`config.mk`:
```
export PLATFORM = sky130hd
export DESIGN_NAME = shifter_ctrl
export DESIGN_NICKNAME = d
export VERILOG_FILES = /design/src/rtl/shifter_ctrl.sv
export SDC_FILE = /design/constraint.sdc
export NUM_CORES = 1
export LEC_CHECK = 0
export BUFFER_PORTS_ARGS = -buffer_cell sky130_fd_sc_hd__buf_2
export CAP_MARGIN = 25
export CORE_MARGIN = 5
export CORE_UTILIZATION = 60
export DETAILED_ROUTE_END_ITERATION = 6
export GPL_TIMING_DRIVEN = 0
export MAX_ROUTING_LAYER = met4
export PLACE_DENSITY = 0.89
export SKIP_CTS_REPAIR_TIMING = 1
export SLEW_MARGIN = 0
export SYNTH_ARGS = -nofsm -noshare
export SYNTH_HDL_FRONTEND = slang
export SYNTH_SLANG_ARGS = --single-unit
```
`constraint.sdc`:
```
create_clock -name clk -period 2.7 [get_ports clk]
set_clock_uncertainty 0.2 [all_clocks]
set_input_delay 0.405 -clock clk [delete_from_list [all_inputs] [get_ports clk]]
set_output_delay 0.405 -clock clk [all_outputs]
set_load 0.005 [all_outputs]
```
`src/rtl/shifter_ctrl.sv`:
```
// Control front-end for the ping-pong pitch shifter: button sync/debounce, sample
// strobe forwarding, frame tracking and frame-aligned mode commit. Macro SHIFTER_CTRL_LATCH_EN selects latching buttons.
module shifter_ctrl #(
    parameter int RAM_SIZE        = 1024,
    parameter int DEBOUNCE_CYCLES = 50000
) (
    input  logic       clk,
    input  logic       rst_n,
    input  logic       i_btn_up,
    input  logic       i_btn_down,
    input  logic       i_sample_valid,
    output logic       o_valid,
    output logic       o_up,
    output logic       o_down,
    output logic [1:0] o_mode,
    output logic       o_frame_start
);

    localparam int FRAME_W = (RAM_SIZE > 1) ? $clog2(RAM_SIZE) : 1;
    localparam int DB_W    = $clog2(DEBOUNCE_CYCLES);

    localparam logic [FRAME_W-1:0] FRAME_LAST = FRAME_W'(RAM_SIZE - 1);
    localparam logic [FRAME_W-1:0] FRAME_ONE  = FRAME_W'(1);
    localparam logic [DB_W-1:0]    DB_LAST    = DB_W'(DEBOUNCE_CYCLES - 1);
    localparam logic [DB_W-1:0]    DB_ONE     = DB_W'(1);

    typedef enum logic [1:0] {
        MODE_NORMAL = 2'b00,
        MODE_UP     = 2'b01,
        MODE_DOWN   = 2'b10
    } mode_e;

    // Same priority as the shifter: exactly one button selects a direction.
    function automatic mode_e decode_req(input logic up, input logic down);
        mode_e m;
        case ({up, down})
            2'b10:   m = MODE_UP;
            2'b01:   m = MODE_DOWN;
            default: m = MODE_NORMAL;
        endcase
        return m;
    endfunction

    logic              btn_up_meta_r;
    logic              btn_up_sync_r;
    logic              btn_down_meta_r;
    logic              btn_down_sync_r;
    logic [DB_W-1:0]   up_cnt_r;
    logic [DB_W-1:0]   down_cnt_r;
    logic              up_deb_r;
    logic              down_deb_r;
    logic              up_diff_s;
    logic              down_diff_s;
    logic              up_commit_s;
    logic              down_commit_s;
    mode_e             req_s;
    mode_e             pend_r;
    mode_e             state_r;
    mode_e             state_next_s;
    logic              valid_r;
    logic [FRAME_W-1:0] frame_cnt_r;
    logic              boundary_s;
    logic              up_r;
    logic              down_r;
    logic [1:0]        mode_r;

    // Two-flop synchronisers for the asynchronous pushbuttons.
    always_ff @(posedge clk or negedge rst_n) begin
        if (!rst_n) begin
            btn_up_meta_r   <= 1'b0;
            btn_up_sync_r   <= 1'b0;
            btn_down_meta_r <= 1'b0;
            btn_down_sync_r <= 1'b0;
        end else begin
            btn_up_meta_r   <= i_btn_up;
            btn_up_sync_r   <= btn_up_meta_r;
            btn_down_meta_r <= i_btn_down;
            btn_down_sync_r <= btn_down_meta_r;
        end
    end

    // A commit fires on the cycle the counter has already seen DEBOUNCE_CYCLES-1 differing cycles.
    always_comb begin
        up_diff_s     = btn_up_sync_r ^ up_deb_r;
        down_diff_s   = btn_down_sync_r ^ down_deb_r;
        up_commit_s   = up_diff_s && (up_cnt_r == DB_LAST);
        down_commit_s = down_diff_s && (down_cnt_r == DB_LAST);
    end

    // Up-button debounce counter and accepted level.
    always_ff @(posedge clk or negedge rst_n) begin
        if (!rst_n) begin
            up_cnt_r <= '0;
            up_deb_r <= 1'b0;
        end else if (up_commit_s) begin
            up_cnt_r <= '0;
            up_deb_r <= btn_up_sync_r;
        end else if (up_diff_s) begin
            up_cnt_r <= up_cnt_r + DB_ONE;
        end else begin
            up_cnt_r <= '0;
        end
    end

    // Down-button debounce counter and accepted level.
    always_ff @(posedge clk or negedge rst_n) begin
        if (!rst_n) begin
            down_cnt_r <= '0;
            down_deb_r <= 1'b0;
        end else if (down_commit_s) begin
            down_cnt_r <= '0;
            down_deb_r <= btn_down_sync_r;
        end else if (down_diff_s) begin
            down_cnt_r <= down_cnt_r + DB_ONE;
        end else begin
            down_cnt_r <= '0;
        end
    end

`ifdef SHIFTER_CTRL_LATCH_EN
    mode_e latch_r;
    mode_e latch_next_s;
    logic  up_rise_s;
    logic  down_rise_s;

    // A debounced rising edge is a commit towards level 1; simultaneous edges cancel.
    always_comb begin
        up_rise_s    = up_commit_s & btn_up_sync_r;
        down_rise_s  = down_commit_s & btn_down_sync_r;
        latch_next_s = latch_r;
        if (up_rise_s && down_rise_s) begin
            latch_next_s = latch_r;
        end else if (up_rise_s) begin
            latch_next_s = (latch_r == MODE_UP) ? MODE_NORMAL : MODE_UP;
        end else if (down_rise_s) begin
            latch_next_s = (latch_r == MODE_DOWN) ? MODE_NORMAL : MODE_DOWN;
        end else begin
            latch_next_s = latch_r;
        end
        req_s = latch_r;
    end

    // Latched request register, holds with buttons released.
    always_ff @(posedge clk or negedge rst_n) begin
        if (!rst_n) begin
            latch_r <= MODE_NORMAL;
        end else begin
            latch_r <= latch_next_s;
        end
    end
`else
    // Momentary request straight from the debounced levels.
    always_comb begin
        req_s = decode_req(up_deb_r, down_deb_r);
    end
`endif

    // Pending request tracks the latest request; the boundary sees last cycle's value.
    always_ff @(posedge clk or negedge rst_n) begin
        if (!rst_n) begin
            pend_r <= MODE_NORMAL;
        end else begin
            pend_r <= req_s;
        end
    end

    // Sample strobe delay and frame position, aligned with the shifter write address.
    always_ff @(posedge clk or negedge rst_n) begin
        if (!rst_n) begin
            valid_r     <= 1'b0;
            frame_cnt_r <= '0;
        end else begin
            valid_r <= i_sample_valid;
            if (valid_r) begin
                frame_cnt_r <= frame_cnt_r + FRAME_ONE;
            end else begin
                frame_cnt_r <= frame_cnt_r;
            end
        end
    end

    assign boundary_s = valid_r && (frame_cnt_r == FRAME_LAST);

    // Mode FSM next state: only a frame boundary may move it.
    always_comb begin
        state_next_s = state_r;
        if (boundary_s) begin
            case (pend_r)
                MODE_NORMAL: state_next_s = MODE_NORMAL;
                MODE_UP:     state_next_s = MODE_UP;
                MODE_DOWN:   state_next_s = MODE_DOWN;
                default:     state_next_s = MODE_NORMAL;
            endcase
        end else begin
            state_next_s = state_r;
        end
    end

    // Mode FSM state register.
    always_ff @(posedge clk or negedge rst_n) begin
        if (!rst_n) begin
            state_r <= MODE_NORMAL;
        end else begin
            state_r <= state_next_s;
        end
    end

    // Output decode registered from the next state so it lands with the state change.
    always_ff @(posedge clk or negedge rst_n) begin
        if (!rst_n) begin
            up_r   <= 1'b0;
            down_r <= 1'b0;
            mode_r <= 2'b00;
        end else begin
            case (state_next_s)
                MODE_UP: begin
                    up_r   <= 1'b1;
                    down_r <= 1'b0;
                    mode_r <= 2'b01;
                end
                MODE_DOWN: begin
                    up_r   <= 1'b0;
                    down_r <= 1'b1;
                    mode_r <= 2'b10;
                end
                default: begin
                    up_r   <= 1'b0;
                    down_r <= 1'b0;
                    mode_r <= 2'b00;
                end
            endcase
        end
    end

    assign o_valid       = valid_r;
    assign o_up          = up_r;
    assign o_down        = down_r;
    assign o_mode        = mode_r;
    assign o_frame_start = valid_r && (frame_cnt_r == '0);

endmodule

```
=== After elaboration in Yosys (flattened, before gate mapping) ===
Index checks and enable logic that the tools add are counted.

* Logic and storage cells: 44
* Bits in registers: 57
* Output and inout port bits: 6

* Equal/unequal tests: 9
* Add/subtract/negate cells: 3
* Muxes and demuxes: 10
* Reduce and logical (&&, ||, !) cells: 5
* Bitwise operators: 2

{| class="wikitable"
|+ Operators by type and width
! operator !! count
|-
| 16-bit 2-to-1 mux || 4
|-
| 16-bit by 1-bit adder with 16-bit output, second input constant || 2
|-
| 16-bit == test, second input constant || 2
|-
| 2-bit case mux with 2 select lines || 3
|-
| 10-bit by 1-bit adder with 10-bit output, second input constant || 1
|-
| 10-bit == test, second input constant || 1
|-
| 10-bit zero test || 1
|-
| 2-bit by 1-bit == test with 1-bit output, second input constant || 3
|-
| 2-bit == test, second input constant || 3
|-
| 1-bit logical AND || 4
|-
| 1-bit 2-to-1 mux || 2
|-
| 2-bit 2-to-1 mux || 1
|-
| 1-bit bitwise XOR || 2
|}

=== Logic depth before layout (Yosys ltp) ===
Gate-level depths: netlist of run 1.

* Depth in word-level cells: 5
* Mapped depth: 6
* Gate-level depth less buffers: 5

=== Worst setup path after synthesis of run 1 ===
Ideal clock, no wire load.

* Path kind: register -> register
* From: register up_cnt_r[7]
* To: register up_deb_r
* Arrival time: 1.778 ns
* Cell stages (with the launch flop): 4
* Path slack: 0.597 ns
* Clock period less this slack: 2.103 ns
* Cell sequence: dfrtp_1 or4b_1 or4_4 mux2_4

* Longest elaborated chain between the ends: 2

{| class="wikitable"
|+ Ends and longest elaborated chain
! item !! RTL line !! RTL
|-
| start: declaration || 48 || <nowiki>logic [DB_W-1:0] up_cnt_r;</nowiki>
|-
| start signal: assignment || 99 || <nowiki>up_cnt_r <= up_cnt_r + DB_ONE;</nowiki>
|-
| 16-bit == test || 86 || <nowiki>up_commit_s = up_diff_s && (up_cnt_r == DB_LAST);</nowiki>
|-
| 1-bit logical AND || 86 ||
|-
| end signal: assignment || 97 || <nowiki>up_deb_r <= btn_up_sync_r;</nowiki>
|-
| end: declaration || 50 || <nowiki>logic up_deb_r;</nowiki>
|}

No other way between the ends.
A chain may end at the register's enable or synchronous reset.

=== Final worst setup path of run 1 ===
* From: register valid_r, in the netlist o_valid
* To: output port o_frame_start

* Longest elaborated chain between the ends: 1

{| class="wikitable"
|+ Ends and longest elaborated chain
! item !! RTL line !! RTL
|-
| start: declaration || 60 || <nowiki>logic valid_r;</nowiki>
|-
| start signal: assignment || 173 || <nowiki>valid_r <= i_sample_valid;</nowiki>
|-
| 1-bit logical AND || 239 || <nowiki>assign o_frame_start = valid_r && (frame_cnt_r == '0);</nowiki>
|-
| end: declaration || 16 || <nowiki>output logic o_frame_start</nowiki>
|}

No other way between the ends.

==> run_results.csv, run 1 <==
group,metric,value,unit
global_routing,grt_pass1_vias,1628,
placement,place_inst,291,
logic_synthesis,synth_mux_area_frac,0.0106,
hold_path,hold_class,"flop to flop",
route,wl,4190,um
outcome,status,"finished clean",
setup_path,path_cells,"clkbuf_1, nor4b_1, and4b_1, buf_2",
global_routing,grt_max_degree,29,
floorplanning,start_util,0.619,
setup_path,r2r-end,"down_cnt_r[12]",
logic_synthesis,ys_top_cells_by_count,"dfrtp_1, nor2_1, xnor2_1",
route,drtIter0Drc,110,
logic_synthesis,yosysMostFrequentCell,"dfrtp_1",
logic_synthesis,synth_top_area_share,0.556,
pwr,leakage,1.17,nW
clocking,path_clk_slew,100,ps
route,via_count,1673,
clocking,cts_tree,"done",
setup_path,cp_slowest_cell,"dfrtp_1",
sta,min_period_over_period,0.833,
logic_synthesis,synth_area,2480,um^2
logic_synthesis,synthArstFlopShare,1.00,
setup_path,crit_start,"o_valid",
clocking,cts_sinks,55,
route,vias_per_cell,5.52,
global_routing,antenna_found_initial,0,
setup_path,crit_type,"flop to primary output",
sta,finalHoldViolCount,0,
sta,fmax,445,MHz
setup_path,crit_fanout,9,
sta,finalSetupTns,0,ps
pwr,powerDensity,623,nW/um^2
finish,areaGrowthSynthToFinish,12.5,%
sta,fin_crit,2250,ps
logic_synthesis,synth-edff-count,0,
global_routing,grt_usage,0.185,
placement,io_buffers,10,
logic_synthesis,synth-compound-area-share,0.0121,
route,drc,0,
setup_path,r2r_start,"down_cnt_r[0]",
logic_synthesis,ys.flop_type,"dfrtp_1",
placement,detailed_place_hpwl,2830,um
floorplanning,chipHeight,74.3,um
setup_path,endpoint_kind,"primary output",
global_routing,grt_remaining_overflow,0,
logic_synthesis,synthSimpleGateAreaFrac,0.238,
finish,drive_gt1_frac,0.107,
clocking,clk-insertion-delay-late,310,ps
logic_synthesis,yosysWarnings,0,
sta,tightest_slew,633,ps
pwr,power,0.00174,W
sta,relSlewSlack,0.578,
logic_synthesis,yosys_register_bits,55,
clocking,cts_max_path_buffers,2,
finish,multi_input_area,1040,um^2
setup_path,reg2regPathDepth,6,
sta,finalMaxSlewViolations,0,
finish,n_antenna_cell,0,
setup_path,startpoint_type,"flop",
floorplanning,design.portCount,11,
pwr,ir_drop,0.000517,V
setup_path,rrSetupSlack,470,ps
setup_path,worstPathRequired,2100,ps
floorplanning,rows,23,
route,drtAntennaViolNets,0,
setup_path,max_stage_delay,350,ps
setup_path,arrival,1640,ps
logic_synthesis,synthCells,230,
floorplanning,dieArea,5510,um^2
logic_synthesis,postSynthAreaPerCell,10.8,um^2
logic_synthesis,syn_nets,239,
logic_synthesis,synth.distinct_cells,31,
logic_synthesis,synth-xor-area-share,0.138,
floorplanning,die_w,74.3,um
sta,rsz0062_at_grt,"no",
logic_synthesis,yosysTopAreaCell,"dfrtp_1",
finish,final_nets,261,
placement,placed_cell_area,2610,um^2
clocking,cts_root_buffer,"clkbuf_8",
run,cap_violations,0,
logic_synthesis,seq_area_frac_synth,0.556,
finish,fillers,291,
logic_synthesis,synth.area.top_cells,"dfrtp_1, xnor2_1, nor2_1",
logic_synthesis,synth_adder_area_share,0.0202,
clocking,htreeDepth,2,
finish,final_cells,303,
finish,register_area,1380,um^2
route,drt_pre_antenna_iters,4,
finish,postLayoutCellArea,2790,um^2
placement,place_congestion,0.819,
global_routing,grt_pass1_wl,7490,um
clocking,numCtsBuffers,5,
sta,setup_violations,0,
setup_path,crit_end,"o_frame_start",
route,detail_route.wl_per_cell,13.8,um
floorplanning,core-area,4000,um^2
finish,final_util,0.697,
logic_synthesis,synth_top_family_by_area,"simple AND/OR/NAND/NOR gates",
## cells by family (layout without fill, tap and decap cells)
logic type | after synthesis | after routing
AND/OR/NAND/NOR | 112 | 112
flip-flops | 55 | 55
XOR/XNOR | 39 | 39
buffers and inverters | 13 | 36
AO/OA/AOI/OAI | 5 | 5
adder cells (fa/ha/maj) | 4 | 4
multiplexers | 2 | 2
## routing by layer
| layer | GRT usage | vias to the layer above | share of wire |
|---|---|---|---|
| met1 | 0.242 | 815 | 0.47 |
| met5 | - | - | 0 |
| met4 | 0.0751 | 0 | 0.016 |
| met2 | 0.278 | 31 | 0.47 |
| met3 | 0.0486 | 8 | 0.036 |
| li1 | - | 819 | - |
## report_power, final
| part | internal [W] | switching [W] |
|---|---|---|
| Sequential | 0.000881 | 0.0000684 |
| Combinational | 0.0000745 | 0.0000798 |
| Clock | 0.000370 | 0.000263 |
| Total | 0.00132 | 0.000411 |
## sequential cells by signal, summed over array words and instances, names as in the netlist
register and count:
btn_up_meta_r 1, o_valid 1, btn_up_sync_r 1, pend_r 2
up_cnt_r 16, up_deb_r 1, down_deb_r 1, down_cnt_r 16
btn_down_sync_r 1, frame_cnt_r 10, o_down 1, state_r 2
btn_down_meta_r 1, o_mode 1
## per-stage QoR
stage	hold slack (ps)	setup WS [ps]
after floorplan	-90.6	597
after global placement	134	517
after detailed placement	136	473
after CTS	-77.5	455
after global routing	180	266
final	155	450
## layout make-up
class,count,area share
clock inverters,3,0.0242
inverters,8,0.0108
clock buffers,5,0.0247
well taps,50,0.0225
multi-input cells,162,0.372
flip-flops and latches,55,0.494
plain buffers,5,0.0121
repair buffers,15,0.0395
## worst max-delay path, delay by kind of cell (launching register included)
kind                   cells  cell delay, ps
buffers and inverters      2             450
and+or+nand+nor            2             530
DFF                        1             350
## worst min-delay path by stage
| stage | start | end | slack, ps | cells past startpoint |
|---|---|---|---|---|
| after floorplan | rst_n | btn_down_meta_r | -90 | 0 |
| after global placement | btn_up_meta_r | btn_up_sync_r | 130 | 0 |
| final | btn_down_meta_r | btn_down_sync_r | 160 | 0 |
| after global routing | btn_down_meta_r | btn_down_sync_r | 180 | 0 |
| after CTS | rst_n | up_cnt_r[13] | -80 | 1 |
| after detailed placement | btn_up_meta_r | btn_up_sync_r | 140 | 0 |
## layout by cell type (no fill, tap or decap), types with 2 or more instances in the layout
master / instances
and3_1: 3
and4_1: 2
buf_2: 10
buf_4: 2
bufinv_16: 2
clkbuf_1: 2
clkbuf_8: 5
dfrtp_1: 55
dlygate4sd3_1: 4
ha_1: 4
inv_1: 8
nand2_1: 13
nand2b_1: 2
nand3_1: 12
nand4_1: 11
nor2_1: 39
nor2b_1: 2
nor3_1: 8
nor4_1: 8
nor4b_1: 2
nor4bb_1: 2
o21ai_0: 3
o21bai_1: 2
or4b_1: 2
xnor2_1: 34
xor2_1: 5
(Power assumes the default switching activity.)
==> run 2, diff against run 1 <==
Clock period 2.7 ns to 2.1 ns, I/O delays scaled along.
==> run 2 against run 1 <==
  * Sequential share of layout area down 0.61 points
  * Global-route usage is 1.2 points lower
  * Critical endpoint is now up_deb_r
  * Routed wire length up 1.2%
  * The flow now finishes with violations (negative setup slack)
  * Critical path depth decreased by 1
  * Register-to-register slack got worse by 510 ps
  * Largest cell class unchanged
  * Clock power shrank 10%
==> run_results.csv, run 2 (synthesized netlist as in run 1, its figures left out) <==
group,metric,value,unit
outcome,status,"complete, but fails checks",
outcome,violations,"negative setup slack",
run,cap_violations,0,
placement,io_buffers,10,
setup_path,crit_type,"flop to flop",
route,m1WireLength,1860,um
route,wl,4240,um
setup_path,arrival,2130,ps
route,wl_met2,2090,um
finish,drive_gt1_frac,0.161,
sta,min_period_over_period,1.02,
finish,final_util,0.707,
floorplanning,dieArea,5510,um^2
route,drc,0,
floorplanning,rows,23,
floorplanning,die_w,74.3,um
finish,final_cell_mix,"dfrtp_1, nor2_1, xnor2_1",
global_routing,antenna_found_initial,0,
pwr,p_switching,0.000490,W
floorplanning,core-area,4000,um^2
pwr,power_frac_clock,0.287,
finish,layout_commonest_cell,"dfrtp_1",
global_routing,grt_pass1_vias,1560,
setup_path,path_cells,"or4b_1, or4_4, mux2_4",
floorplanning,chipHeight,74.3,um
global_routing,grt_pass1_wl,6890,um
sta,finalHoldViolCount,0,
clocking,cts_tree,"done",
pwr,netSwitchingFraction,0.247,
pwr,power_frac_comb,0.100,
pwr,ir_drop,0.000525,V
setup_path,endpoint_kind,"flop",
route,drtIter0Drc,79,
sta,rsz0062_at_grt,"yes",
floorplanning,start_util,0.619,
clocking,clk-insertion-delay-late,300,ps
clocking,numCtsBuffers,5,
setup_path,crit_fanout,3,
placement,pre_cts_slack,-91.7,ps
global_routing,grt_remaining_overflow,0,
sta,fmax,467,MHz
route,met3_length,208,um
hold_path,hold_class,"flop to flop",
clocking,cts_root_buffer,"clkbuf_8",
setup_path,worstPathRequired,2090,ps
sta,fin_crit,2140,ps
global_routing,grt_max_degree,31,
floorplanning,design.portCount,11,
route,detail_route.wl_per_cell,13.6,um
placement,place_congestion,0.818,
global_routing,grt_usage,0.173,
route,drt_pre_antenna_iters,4,
pwr,p_seq_frac,0.613,
setup_path,cp_slowest_cell,"or4_4",
clocking,cts_sinks,55,
route,via_count,1709,
route,drtAntennaViolNets,0,
sta,finalMaxSlewViolations,0,
route,vias_per_cell,5.50,
clocking,path_clk_slew,80,ps
finish,final_nets,270,
sta,relSlewSlack,0.607,
route,top_layer,"met4",
finish,top_regs,"down_cnt_r: 16 flops, up_cnt_r: 16 flops, frame_cnt_r: 10 flops",
sta,fin_ws,-43.2,ps
sta,tightest_slew,590,ps
finish,n_antenna_cell,0,
setup_path,max_stage_delay,590,ps
setup_path,startpoint_type,"flop",
finish,fillers,281,
pwr,powerDensity,701,nW/um^2
clocking,htreeDepth,2,
sta,setup_violations,13,
placement,detailed_place_hpwl,2810,um
finish,areaGrowthSynthToFinish,14.1,%
clocking,cts_max_path_buffers,2,
pwr,p_int,0.00149,W
pwr,leakage,1.20,nW
run 2: cell count changes in the layout (fill, tap and decap cells not counted), sizes merged:
cell,previous run,this run
clkinvlp,1,0
buf,14,25
clkbuf,7,6
bufinv,2,0
clkinv,0,1
run 2: cell type report:
type,count,area [um^2],area share
flip-flops and latches,55,1380,0.488
multi-input cells,162,1050,0.371
repair buffers,25,185,0.0655
clock buffers,6,82.6,0.0292
well taps,50,62.6,0.0221
plain buffers,4,35.0,0.0124
inverters,8,30.0,0.0106
clock inverters,1,5.00,0.00177
run 2: metal layers:
metal,vias to the layer above,global-route usage
met5,-,-
met2,38,0.264
met4,0,0.0652
met3,11,0.0486
li1,841,-
met1,819,0.221
run 2: path summary, 6_finish.rpt:
kind / start / endpoint / slack, ps / depth (start not counted)
setup / recovery: up_cnt_r[5] / up_deb_r / -40 / 3
hold / removal: btn_up_meta_r / btn_up_sync_r / 150 / 0
setup reg to reg: up_cnt_r[5] / up_deb_r / -40 / 3
hold reg to reg: btn_up_meta_r / btn_up_sync_r / 150 / 0
max in group asynchronous: rst_n / up_cnt_r[7] / 790 / 3
min in group asynchronous: rst_n / up_cnt_r[13] / 350 / 2
run 2: per-stage QoR:
| step | TNS [ps] | total power [W] | instance area, um^2 | hold WS (ps) | std cells |
|---|---|---|---|---|---|
| finish | -411 | 0.00198 | 2830 | 153 | 311 |
| global route | -1010 | 0.00211 | 2830 | 165 | 311 |
| CTS | -2020 | 0.00199 | 2700 | -187 | 298 |
| detailed placement | -1330 | 0.00143 | 2610 | 135 | 291 |
| global placement | -930 | 0.00141 | 2590 | 134 | 290 |
| floorplan | -3.46 | 0.00135 | 2480 | -181 | 230 |
run 2: power groups by stage:
stage | combinational, W | sequential [W] | clock (W)
5_1_grt | 0.000238 | 0.00123 | 0.000639
2_1_floorplan | 0.000135 | 0.00122 | 0
3_3_place_gp | 0.000181 | 0.00123 | 0
4_1_cts | 0.000192 | 0.00121 | 0.000586
6_report | 0.000198 | 0.00122 | 0.000568
3_5_place_dp | 0.000191 | 0.00124 | 0
run 2: critical path: cells and delay by family (launching register included):
kind          cells  cell delay [ps]
mux               1              320
simple gates      2             1110
flops             1              410
